## src/rtl/m_ext_iter_pkg.sv

```systemverilog
// m_ext_iter_pkg: shared encodings and helpers for the iterative M-extension unit
package m_ext_iter_pkg;
  localparam int XLEN_DEF = 32;
  typedef enum logic [2:0] {
    F_MUL    = 3'b000,
    F_MULH   = 3'b001,
    F_MULHSU = 3'b010,
    F_MULHU  = 3'b011,
    F_DIV    = 3'b100,
    F_DIVU   = 3'b101,
    F_REM    = 3'b110,
    F_REMU   = 3'b111
  } funct3_e;
  typedef enum logic [2:0] {S_IDLE, S_PREP, S_MUL, S_DIV, S_FIX, S_DONE} state_e;
  // MUL treats rs1 as unsigned: the low half of the product is sign-agnostic
  function automatic logic rs1_signed(input funct3_e f);
    return f inside {F_MULH, F_MULHSU, F_DIV, F_REM};
  endfunction
  function automatic logic rs2_signed(input funct3_e f);
    return f inside {F_MULH, F_DIV, F_REM};
  endfunction
endpackage

```

## src/rtl/m_ext_iter_if.sv

```systemverilog
// m_ext_iter_if: request/result handshake bundle between EX and the M unit
interface m_ext_iter_if #(parameter int XLEN = 32);
  logic            ip_flush;
  logic            ip_valid;
  logic            op_ready;
  logic [XLEN-1:0] ip_rs1;
  logic [XLEN-1:0] ip_rs2;
  logic [2:0]      ip_funct_3;
  logic            op_valid;
  logic            ip_result_ready;
  logic [XLEN-1:0] op_result;
  logic            op_overflow;
  logic            op_div_zero;
  modport master (
    output ip_flush, ip_valid, ip_rs1, ip_rs2, ip_funct_3, ip_result_ready,
    input  op_ready, op_valid, op_result, op_overflow, op_div_zero
  );
  modport slave (
    input  ip_flush, ip_valid, ip_rs1, ip_rs2, ip_funct_3, ip_result_ready,
    output op_ready, op_valid, op_result, op_overflow, op_div_zero
  );
endinterface

```

## src/rtl/m_ext_div_core.sv

```systemverilog
// m_ext_div_core: restoring divider on unsigned magnitudes, one quotient bit per step
module m_ext_div_core #(
  parameter int XLEN = 32
) (
  input  logic            ip_clk,
  input  logic            ip_rst_n,
  input  logic            load,
  input  logic            step,
  input  logic [XLEN-1:0] dividend,
  input  logic [XLEN-1:0] divisor,
  output logic [XLEN-1:0] quo,
  output logic [XLEN-1:0] rem,
  output logic            last
);
  localparam int CW = $clog2(XLEN);
  logic [CW-1:0] cnt;
  logic [XLEN:0] shifted, diff;
  assign shifted = {rem, quo[XLEN-1]};
  assign diff = shifted - {1'b0, divisor};
  assign last = cnt == CW'(XLEN - 1);
  // quo starts as the dividend and fills with quotient bits from the right as dividend bits leave on the left
  always_ff @(posedge ip_clk or negedge ip_rst_n)
    if (!ip_rst_n) begin
      quo <= '0;
      rem <= '0;
      cnt <= '0;
    end else if (load) begin
      quo <= dividend;
      rem <= '0;
      cnt <= '0;
    end else if (step) begin
      rem <= diff[XLEN] ? shifted[XLEN-1:0] : diff[XLEN-1:0];
      quo <= {quo[XLEN-2:0], ~diff[XLEN]};
      cnt <= cnt + CW'(1);
    end
endmodule

```

## src/rtl/m_ext_iter.sv

```systemverilog
// m_ext_iter: multi-cycle RV32M/RV64M multiply/divide unit with valid/ready on both sides
module m_ext_iter
  import m_ext_iter_pkg::*;
#(
  parameter int XLEN     = XLEN_DEF,
  parameter int MUL_BITS = 4
) (
  input logic         ip_clk,
  input logic         ip_rst_n,
  m_ext_iter_if.slave bus
);
  localparam int MUL_CYC = XLEN / MUL_BITS;
  localparam int CW = $clog2(MUL_CYC + 1);
  localparam logic [XLEN-1:0] MIN_NEG = {1'b1, {(XLEN-1){1'b0}}};
  state_e st, st_nx;
  logic [2:0] f3_q;
  logic [XLEN-1:0] rs1_q, rs2_q, mc_q, res_q, abs1, abs2, quo, rem, res_c;
  logic [2*XLEN-1:0] acc_q, prod;
  logic [XLEN+MUL_BITS-1:0] sum;
  logic [CW-1:0] mcnt_q;
  logic neg_q, rneg_q, dz_q, ovf_q, dz_o, ovf_o;
  logic neg1, neg2, is_div, dz_c, ovf_c, accept, div_last;
  assign accept = bus.ip_valid & bus.op_ready & ~bus.ip_flush;
  assign is_div = f3_q[2];
  assign neg1 = rs1_signed(funct3_e'(f3_q)) & rs1_q[XLEN-1];
  assign neg2 = rs2_signed(funct3_e'(f3_q)) & rs2_q[XLEN-1];
  assign abs1 = neg1 ? -rs1_q : rs1_q;
  assign abs2 = neg2 ? -rs2_q : rs2_q;
  assign dz_c = is_div & ~|rs2_q;
  assign ovf_c = is_div & ~f3_q[0] & (rs1_q == MIN_NEG) & (&rs2_q);
  assign sum = {{MUL_BITS{1'b0}}, acc_q[2*XLEN-1:XLEN]}
             + {{MUL_BITS{1'b0}}, mc_q} * {{XLEN{1'b0}}, acc_q[MUL_BITS-1:0]};
  assign prod = neg_q ? -acc_q : acc_q;
  assign res_c = dz_q ? (f3_q[1] ? rs1_q : '1)
               : ovf_q ? (f3_q[1] ? '0 : MIN_NEG)
               : !is_div ? (f3_q[1:0] == 2'b00 ? prod[XLEN-1:0] : prod[2*XLEN-1:XLEN])
               : f3_q[1] ? (rneg_q ? -rem : rem) : (neg_q ? -quo : quo);
  assign bus.op_ready = st == S_IDLE;
  assign bus.op_valid = st == S_DONE;
  assign bus.op_result = res_q;
  assign bus.op_overflow = ovf_o;
  assign bus.op_div_zero = dz_o;
  m_ext_div_core #(.XLEN(XLEN)) u_div (
    .ip_clk   (ip_clk),
    .ip_rst_n (ip_rst_n),
    .load     (st == S_PREP),
    .step     (st == S_DIV),
    .dividend (abs1),
    .divisor  (abs2),
    .quo      (quo),
    .rem      (rem),
    .last     (div_last)
  );
  // state register
  always_ff @(posedge ip_clk or negedge ip_rst_n)
    if (!ip_rst_n) st <= S_IDLE;
    else st <= st_nx;
  // sequence prep -> iterate -> fix -> hold result; special cases skip iteration; flush always returns to idle
  always_comb begin
    st_nx = st;
    case (st)
      S_IDLE:  st_nx = accept ? S_PREP : S_IDLE;
      S_PREP:  st_nx = (dz_c | ovf_c) ? S_FIX : is_div ? S_DIV : S_MUL;
      S_MUL:   st_nx = (mcnt_q == CW'(MUL_CYC - 1)) ? S_FIX : S_MUL;
      S_DIV:   st_nx = div_last ? S_FIX : S_DIV;
      S_FIX:   st_nx = S_DONE;
      S_DONE:  st_nx = bus.ip_result_ready ? S_IDLE : S_DONE;
      default: st_nx = S_IDLE;
    endcase
    if (bus.ip_flush) st_nx = S_IDLE;
  end
  // operand capture, shift-add multiply on {high product, remaining multiplier}, result/flag registers
  always_ff @(posedge ip_clk or negedge ip_rst_n)
    if (!ip_rst_n) begin
      rs1_q  <= '0;
      rs2_q  <= '0;
      f3_q   <= '0;
      mc_q   <= '0;
      acc_q  <= '0;
      mcnt_q <= '0;
      neg_q  <= 1'b0;
      rneg_q <= 1'b0;
      dz_q   <= 1'b0;
      ovf_q  <= 1'b0;
      res_q  <= '0;
      dz_o   <= 1'b0;
      ovf_o  <= 1'b0;
    end else begin
      if (accept) begin
        rs1_q <= bus.ip_rs1;
        rs2_q <= bus.ip_rs2;
        f3_q  <= bus.ip_funct_3;
      end
      if (st == S_PREP) begin
        mc_q   <= abs1;
        acc_q  <= {{XLEN{1'b0}}, abs2};
        mcnt_q <= '0;
        neg_q  <= neg1 ^ neg2;
        rneg_q <= neg1;
        dz_q   <= dz_c;
        ovf_q  <= ovf_c;
      end
      if (st == S_MUL) begin
        acc_q  <= {sum, acc_q[XLEN-1:MUL_BITS]};
        mcnt_q <= mcnt_q + CW'(1);
      end
      if (st == S_FIX && !bus.ip_flush) begin
        res_q <= res_c;
        dz_o  <= dz_q;
        ovf_o <= ovf_q;
      end
      if ((st == S_DONE && bus.ip_result_ready) || bus.ip_flush) begin
        dz_o  <= 1'b0;
        ovf_o <= 1'b0;
      end
    end
endmodule

```

## src/flat_wrapper.sv

```systemverilog
// flat-port wrapper written by rule: the top's interface ports become plain ports
module m_ext_iter_flat import m_ext_iter_pkg::*;
#(
  parameter int XLEN     = XLEN_DEF,
  parameter int MUL_BITS = 4
)
  (ip_clk, ip_rst_n, bus_ip_flush, bus_ip_valid, bus_ip_rs1, bus_ip_rs2, bus_ip_funct_3, bus_ip_result_ready, bus_op_ready, bus_op_valid, bus_op_result, bus_op_overflow, bus_op_div_zero);
  m_ext_iter_if #(.XLEN(XLEN)) bus_i ();
  input logic ip_clk;
  input logic ip_rst_n;
  input wire logic [$bits(bus_i.ip_flush)-1:0] bus_ip_flush;
  input wire logic [$bits(bus_i.ip_valid)-1:0] bus_ip_valid;
  input wire logic [$bits(bus_i.ip_rs1)-1:0] bus_ip_rs1;
  input wire logic [$bits(bus_i.ip_rs2)-1:0] bus_ip_rs2;
  input wire logic [$bits(bus_i.ip_funct_3)-1:0] bus_ip_funct_3;
  input wire logic [$bits(bus_i.ip_result_ready)-1:0] bus_ip_result_ready;
  output wire logic [$bits(bus_i.op_ready)-1:0] bus_op_ready;
  output wire logic [$bits(bus_i.op_valid)-1:0] bus_op_valid;
  output wire logic [$bits(bus_i.op_result)-1:0] bus_op_result;
  output wire logic [$bits(bus_i.op_overflow)-1:0] bus_op_overflow;
  output wire logic [$bits(bus_i.op_div_zero)-1:0] bus_op_div_zero;
  assign bus_i.ip_flush = bus_ip_flush;
  assign bus_i.ip_valid = bus_ip_valid;
  assign bus_i.ip_rs1 = bus_ip_rs1;
  assign bus_i.ip_rs2 = bus_ip_rs2;
  assign bus_i.ip_funct_3 = bus_ip_funct_3;
  assign bus_i.ip_result_ready = bus_ip_result_ready;
  assign bus_op_ready = bus_i.op_ready;
  assign bus_op_valid = bus_i.op_valid;
  assign bus_op_result = bus_i.op_result;
  assign bus_op_overflow = bus_i.op_overflow;
  assign bus_op_div_zero = bus_i.op_div_zero;
  m_ext_iter #(.XLEN(XLEN), .MUL_BITS(MUL_BITS)) u_core (.ip_clk(ip_clk), .ip_rst_n(ip_rst_n), .bus(bus_i));
endmodule
```

## config.mk

```make
export PLATFORM = sky130hd
export DESIGN_NAME = m_ext_iter_flat
export DESIGN_NICKNAME = d
export VERILOG_FILES = /design/src/rtl/m_ext_iter_pkg.sv /design/src/rtl/m_ext_iter_if.sv /design/src/rtl/m_ext_div_core.sv /design/src/rtl/m_ext_iter.sv /design/src/flat_wrapper.sv
export SDC_FILE = /design/constraint.sdc
export NUM_CORES = 1
export LEC_CHECK = 0
export ABC_CLOCK_PERIOD_IN_PS = 16340
export CORE_MARGIN = 2
export CORE_UTILIZATION = 69
export DETAILED_ROUTE_END_ITERATION = 12
export DONT_BUFFER_PORTS = 1
export MAX_ROUTING_LAYER = met4
export PLACE_DENSITY = 0.86
export SETUP_SLACK_MARGIN = 0.15
export SYNTH_ARGS = -nofsm -noshare
export SYNTH_HDL_FRONTEND = slang
export SYNTH_HIERARCHICAL = 1
export SYNTH_SLANG_ARGS = --single-unit
```

## constraint.sdc

```tcl
create_clock -name ip_clk -period 16.34 [get_ports ip_clk]
set_clock_uncertainty 0.2 [all_clocks]
set_input_delay 3.268 -clock ip_clk [delete_from_list [all_inputs] [get_ports ip_clk]]
set_output_delay 3.268 -clock ip_clk [all_outputs]
set_load 0.02 [all_outputs]
```

==> metrics.md <==
| Metric | Value |
|---|---|
| Outcome | finished clean |
| Initial antenna violation count | 2 |
| Horiz. Die Dim | 189.2 um |
| Hold/Removal Path Class | flip-flop to flip-flop |
| HPWL after DPL | 56980 um |
| Adder-cell area share of the yosys netlist | 12.28% |
| # setup viols final | 0 |
| Largest cells by area after synthesis | dfrtp_1 (29%), fa_1 (7.8%), nand2_1 (6.2%) |
| Vias in the first global route | 20.65k |
| Io pins | 108 |
| CP arrival | 6.59 ns |
| Post-synth net total | 3058 |
| Vias per inst | 6.829 |
| Fin. max-slew vios | 0 |
| Post-synth top area share | 29.29% |
| Total negative slack | 0 ns |
| Sequential Power Share | 24.0% |
| Gr usage total | 44.57% |
| # port buffers | 0 |
| CTS Root Cell | clkbuf_16 |
| RSZ-0062 raised after global routing | no |
| First-pass GRT wire length | 119100 um |
| DRT antenna net count | 0 |
| Hold_ws | 0.2914 ns |
| Maximum root-to-sink buffer count | 3 |
| Synth Area in Compound Gates | 19.62% |
| Core Util, Final | 74.13% |
| Post-synthesis mux area share | 5.107% |
| Yosys reg bits | 277 |
| Starting Density | 70.40% |
| DRT iter0 DRCs | 2853 |
| Yosys warnings | 6 |
| Worst path slowest cell | dfrtp_1 |
| Worst relative slew slack | 23.56% |
| Fillcell total | 2496 |
| Placed cells | 3124 |
| Clk_lat worst skew | 0.57 ns |
| Core Area | 33620 um2 |
| Switching Fraction | 51.67% |
| Synth cell types | 85 |
| Max FO, Critical Path | 38 |
| Largest net degree at the start of global routing | 278 |
| CTS Hold Bufs | 0 |
| Critical Path RT | 16.56 ns |
| Clock share of power | 14.4% |
| Fmax | 157.1 MHz |
| CP Class | flip-flop to flip-flop |
| Fin crit share | 38.96% |
| Post-CTS sizing | 0 |
| CTS clk-pin slew, worst paths | 0.06 ns |
| EDFF count, synth | 0 |
| P_sw | 2.813 mW |
| DRC viols | 0 |
| Top_reg_cell synth | dfrtp_1 |
| Gpl congestion | 1.065 |
| Worst Tran Pin Value | 1.147 ns |
| CTS tree | done |
| Nets | 2961 |
| Crit end category | flip-flop |
| Largest family of logic cells by synthesized area | compound AO/OA/AOI/OAI gates |
| Post-synth ARST share | 100.0% |
| CP Cell Sequence | nand2_1 > fa_1 > fa_1 > fa_1 > inv_1 > ha_1 > o21ai_0 > nor2_1 > o311ai_0 > a31oi_1 > a311o_1 > a311o_1 > a211oi_1 > xor2_1 > o21ai_0 |
| Die ar. | 35800 um2 |
| Worst VDD drop | 0.1461 mV |
| Area Overhead vs Synth | 5.292% |
| Final critical-path required period | 6.366 ns |
| Post-Syn Instances | 2809 |
| Final Instance Count excl. Fillers | 3186 |
| Fin. Hold Viols | 0 |
| H-tree depth | 2 |
| Grt ovf | 0 |
| Int Pwr | 2.631 mW |
| CTS buffer count | 34 |
| LEAKAGE | 11.11 nW |
| Synth Area per Inst | 8.425 um2 |
| Pwr Density | 218.5 nW/um2 |
| Combinational Power Share | 61.5% |
| Slowest stage delay, CP | 1.10 ns |
| DIE HEIGHT | 189.2 um |
| Top cell by count, worst path | fa_1 |
| Seq/Total Area, Yosys | 29.29% |
| Share of post-route cells with drive strength above 1 | 6.944% |
| CP Launch Type | flip-flop |
| Max-cap violations | 0 |
| Post-Synth XOR/XNOR Area | 8.216% |
| Routed wire length | 77160 um |
| Row count | 67 |
| Mapped Area | 23670 um2 |
| Postcts setup bufs | 0 |
| Synth area leader | dfrtp_1 |
| # clock sinks | 277 |
| DRT Pass-1 Iters | 9 |
| Routed WL per cell | 24.22 um |
| Routed via count | 21.76k |
| Simple-Gate Fraction of Synth Area | 19.28% |
==> power by group through the flow <==
| stage | registers (mW) | logic [mW] | clock network (mW) |
|---|---|---|---|
| 2_1_floorplan | 1.10 | 2.53 | 0 |
| 6_report | 1.31 | 3.35 | 0.785 |
| 4_1_cts | 1.28 | 3.26 | 0.788 |
| 5_1_grt | 1.33 | 3.68 | 0.810 |
| 3_5_place_dp | 1.29 | 3.23 | 0 |
| 3_3_place_gp | 1.28 | 3.13 | 0 |
==> worst max-delay path, delay by kind of cell, from the launching register on <==
family	cells	cell delay, ns
buffers and inverters	1	0.04
flip-flops	1	1.10
adder cells (fa/ha/maj)	4	1.92
XOR/XNOR	1	0.17
AND/OR/NAND/NOR	2	0.29
AO/OA/AOI/OAI	7	2.50
==> metrics by stage <==
step	cell area, um2	power [mW]	worst slack [ns]
after floorplan	23670	3.630	11.05
after global placement	23780	4.407	10.38
after detailed placement	23780	4.521	10.10
after CTS	24910	5.336	10.06
after global routing	24920	5.825	9.654
final	24920	5.444	9.974
==> routing by layer <==
| metal | GRT usage [%] | vias up | share of wire [%] |
|---|---|---|---|
| met5 | - | - | 0 |
| li1 | - | 9570 | - |
| met3 | 12.60 | 204 | 13 |
| met4 | 19.56 | 0 | 4.6 |
| met1 | 61.04 | 10543 | 40 |
| met2 | 61.65 | 1440 | 42 |
==> worst paths after layout <==
check	start	endpoint	slack [ns]	cells past startpoint
worst max-delay path	u_core/acc_q[2]	u_core/acc_q[60]	9.97	15
worst min-delay path	u_core/mcnt_q[3]	u_core/mcnt_q[3]	0.29	1
worst max register to register	u_core/acc_q[2]	u_core/acc_q[60]	9.97	15
worst min register to register	u_core/mcnt_q[3]	u_core/mcnt_q[3]	0.29	1
max in group asynchronous	ip_rst_n	u_core/neg_q	13.21	0
min in group asynchronous	ip_rst_n	u_core/u_div/rem[28]	2.22	0
==> cell type report <==
class | count | area [um2] | area share [%]
multi-input combinational | 2151 | 15280 | 61.32
clock inverter | 17 | 207.7 | 0.8335
clock buffer | 43 | 924.6 | 3.711
timing repair buffer | 20 | 150.1 | 0.6025
antenna | 2 | 5.005 | 0.02008
tap | 448 | 560.5 | 2.249
sequential | 277 | 6933 | 27.82
inverter | 228 | 858.3 | 3.444
==> cells in the mapped netlist, types with 6 or more instances <==
| cell | n |
|---|---|
| a22oi_1 | 34 |
| nand3b_1 | 9 |
| xnor2_1 | 126 |
| a311oi_2 | 15 |
| o21a_1 | 19 |
| mux2i_1 | 42 |
| clkbuf_1 | 121 |
| o21bai_1 | 7 |
| a21o_1 | 29 |
| o21ai_0 | 211 |
| nor2b_1 | 13 |
| nand2_1 | 392 |
| nand4_1 | 25 |
| ha_1 | 85 |
| a211oi_1 | 9 |
| nor4_1 | 16 |
| buf_1 | 22 |
| nor2_1 | 148 |
| or4_1 | 20 |
| o31ai_1 | 46 |
| a31oi_1 | 23 |
| o211ai_1 | 28 |
| or3_1 | 36 |
| and2_1 | 137 |
| a211o_1 | 6 |
| fa_1 | 92 |
| a21oi_1 | 138 |
| o311ai_0 | 7 |
| a221o_1 | 7 |
| and3_1 | 13 |
| mux2_2 | 70 |
| o41ai_1 | 19 |
| o221ai_1 | 7 |
| a311oi_1 | 12 |
| a221oi_1 | 11 |
| nand3_1 | 27 |
| inv_1 | 227 |
| nor3_1 | 58 |
| or2_2 | 8 |
| nand2b_1 | 19 |
| dfrtp_1 | 277 |
| xor2_1 | 96 |
==> sequential cells by signal, indices dropped and copies added (netlist names) <==
| signal | flops |
|---|---|
| u_core/rs2_q | 32 |
| u_core/bus.op_div_zero | 1 |
| u_core/ovf_q | 1 |
| u_core/bus.op_overflow | 1 |
| u_core/neg_q | 1 |
| u_core/rs1_q | 32 |
| u_core/bus.op_result | 32 |
| u_core/dz_q | 1 |
| u_core/f3_q | 3 |
| u_core/u_div/cnt | 5 |
| u_core/u_div/rem | 32 |
| u_core/rneg_q | 1 |
| u_core/st | 3 |
| u_core/acc_q | 64 |
| u_core/u_div/quo | 32 |
| u_core/mcnt_q | 4 |
| u_core/mc_q | 32 |
==> placed cells by master (no fill, tap or decap), types with 20 or more instances in the layout <==
master and n:
xnor2_1 126, nor3_1 57, a22oi_1 34, o21ai_0 211, and2_1 136, or3_1 36
clkbuf_16 34, o211ai_1 28, inv_1 227, nand2_1 392, xor2_1 96, mux2i_1 42
nor2_1 147, a31oi_1 23, ha_1 85, o31ai_1 46, nand4_1 25, a21o_1 29
mux2_2 70, fa_1 92, dfrtp_1 276, nand3_1 27, buf_4 20, or4_1 20
a21oi_1 138
==> kinds of logic after synthesis <==
kind of cell	count (synthesis)
AO/OA/AOI/OAI	696
buffers and inverters	381
flip-flops	277
multiplexers	112
adder cells (fa/ha/maj)	177
AND/OR/NAND/NOR	944
XOR/XNOR	222
No activity file was read; power rests on OpenSTA's default activity.
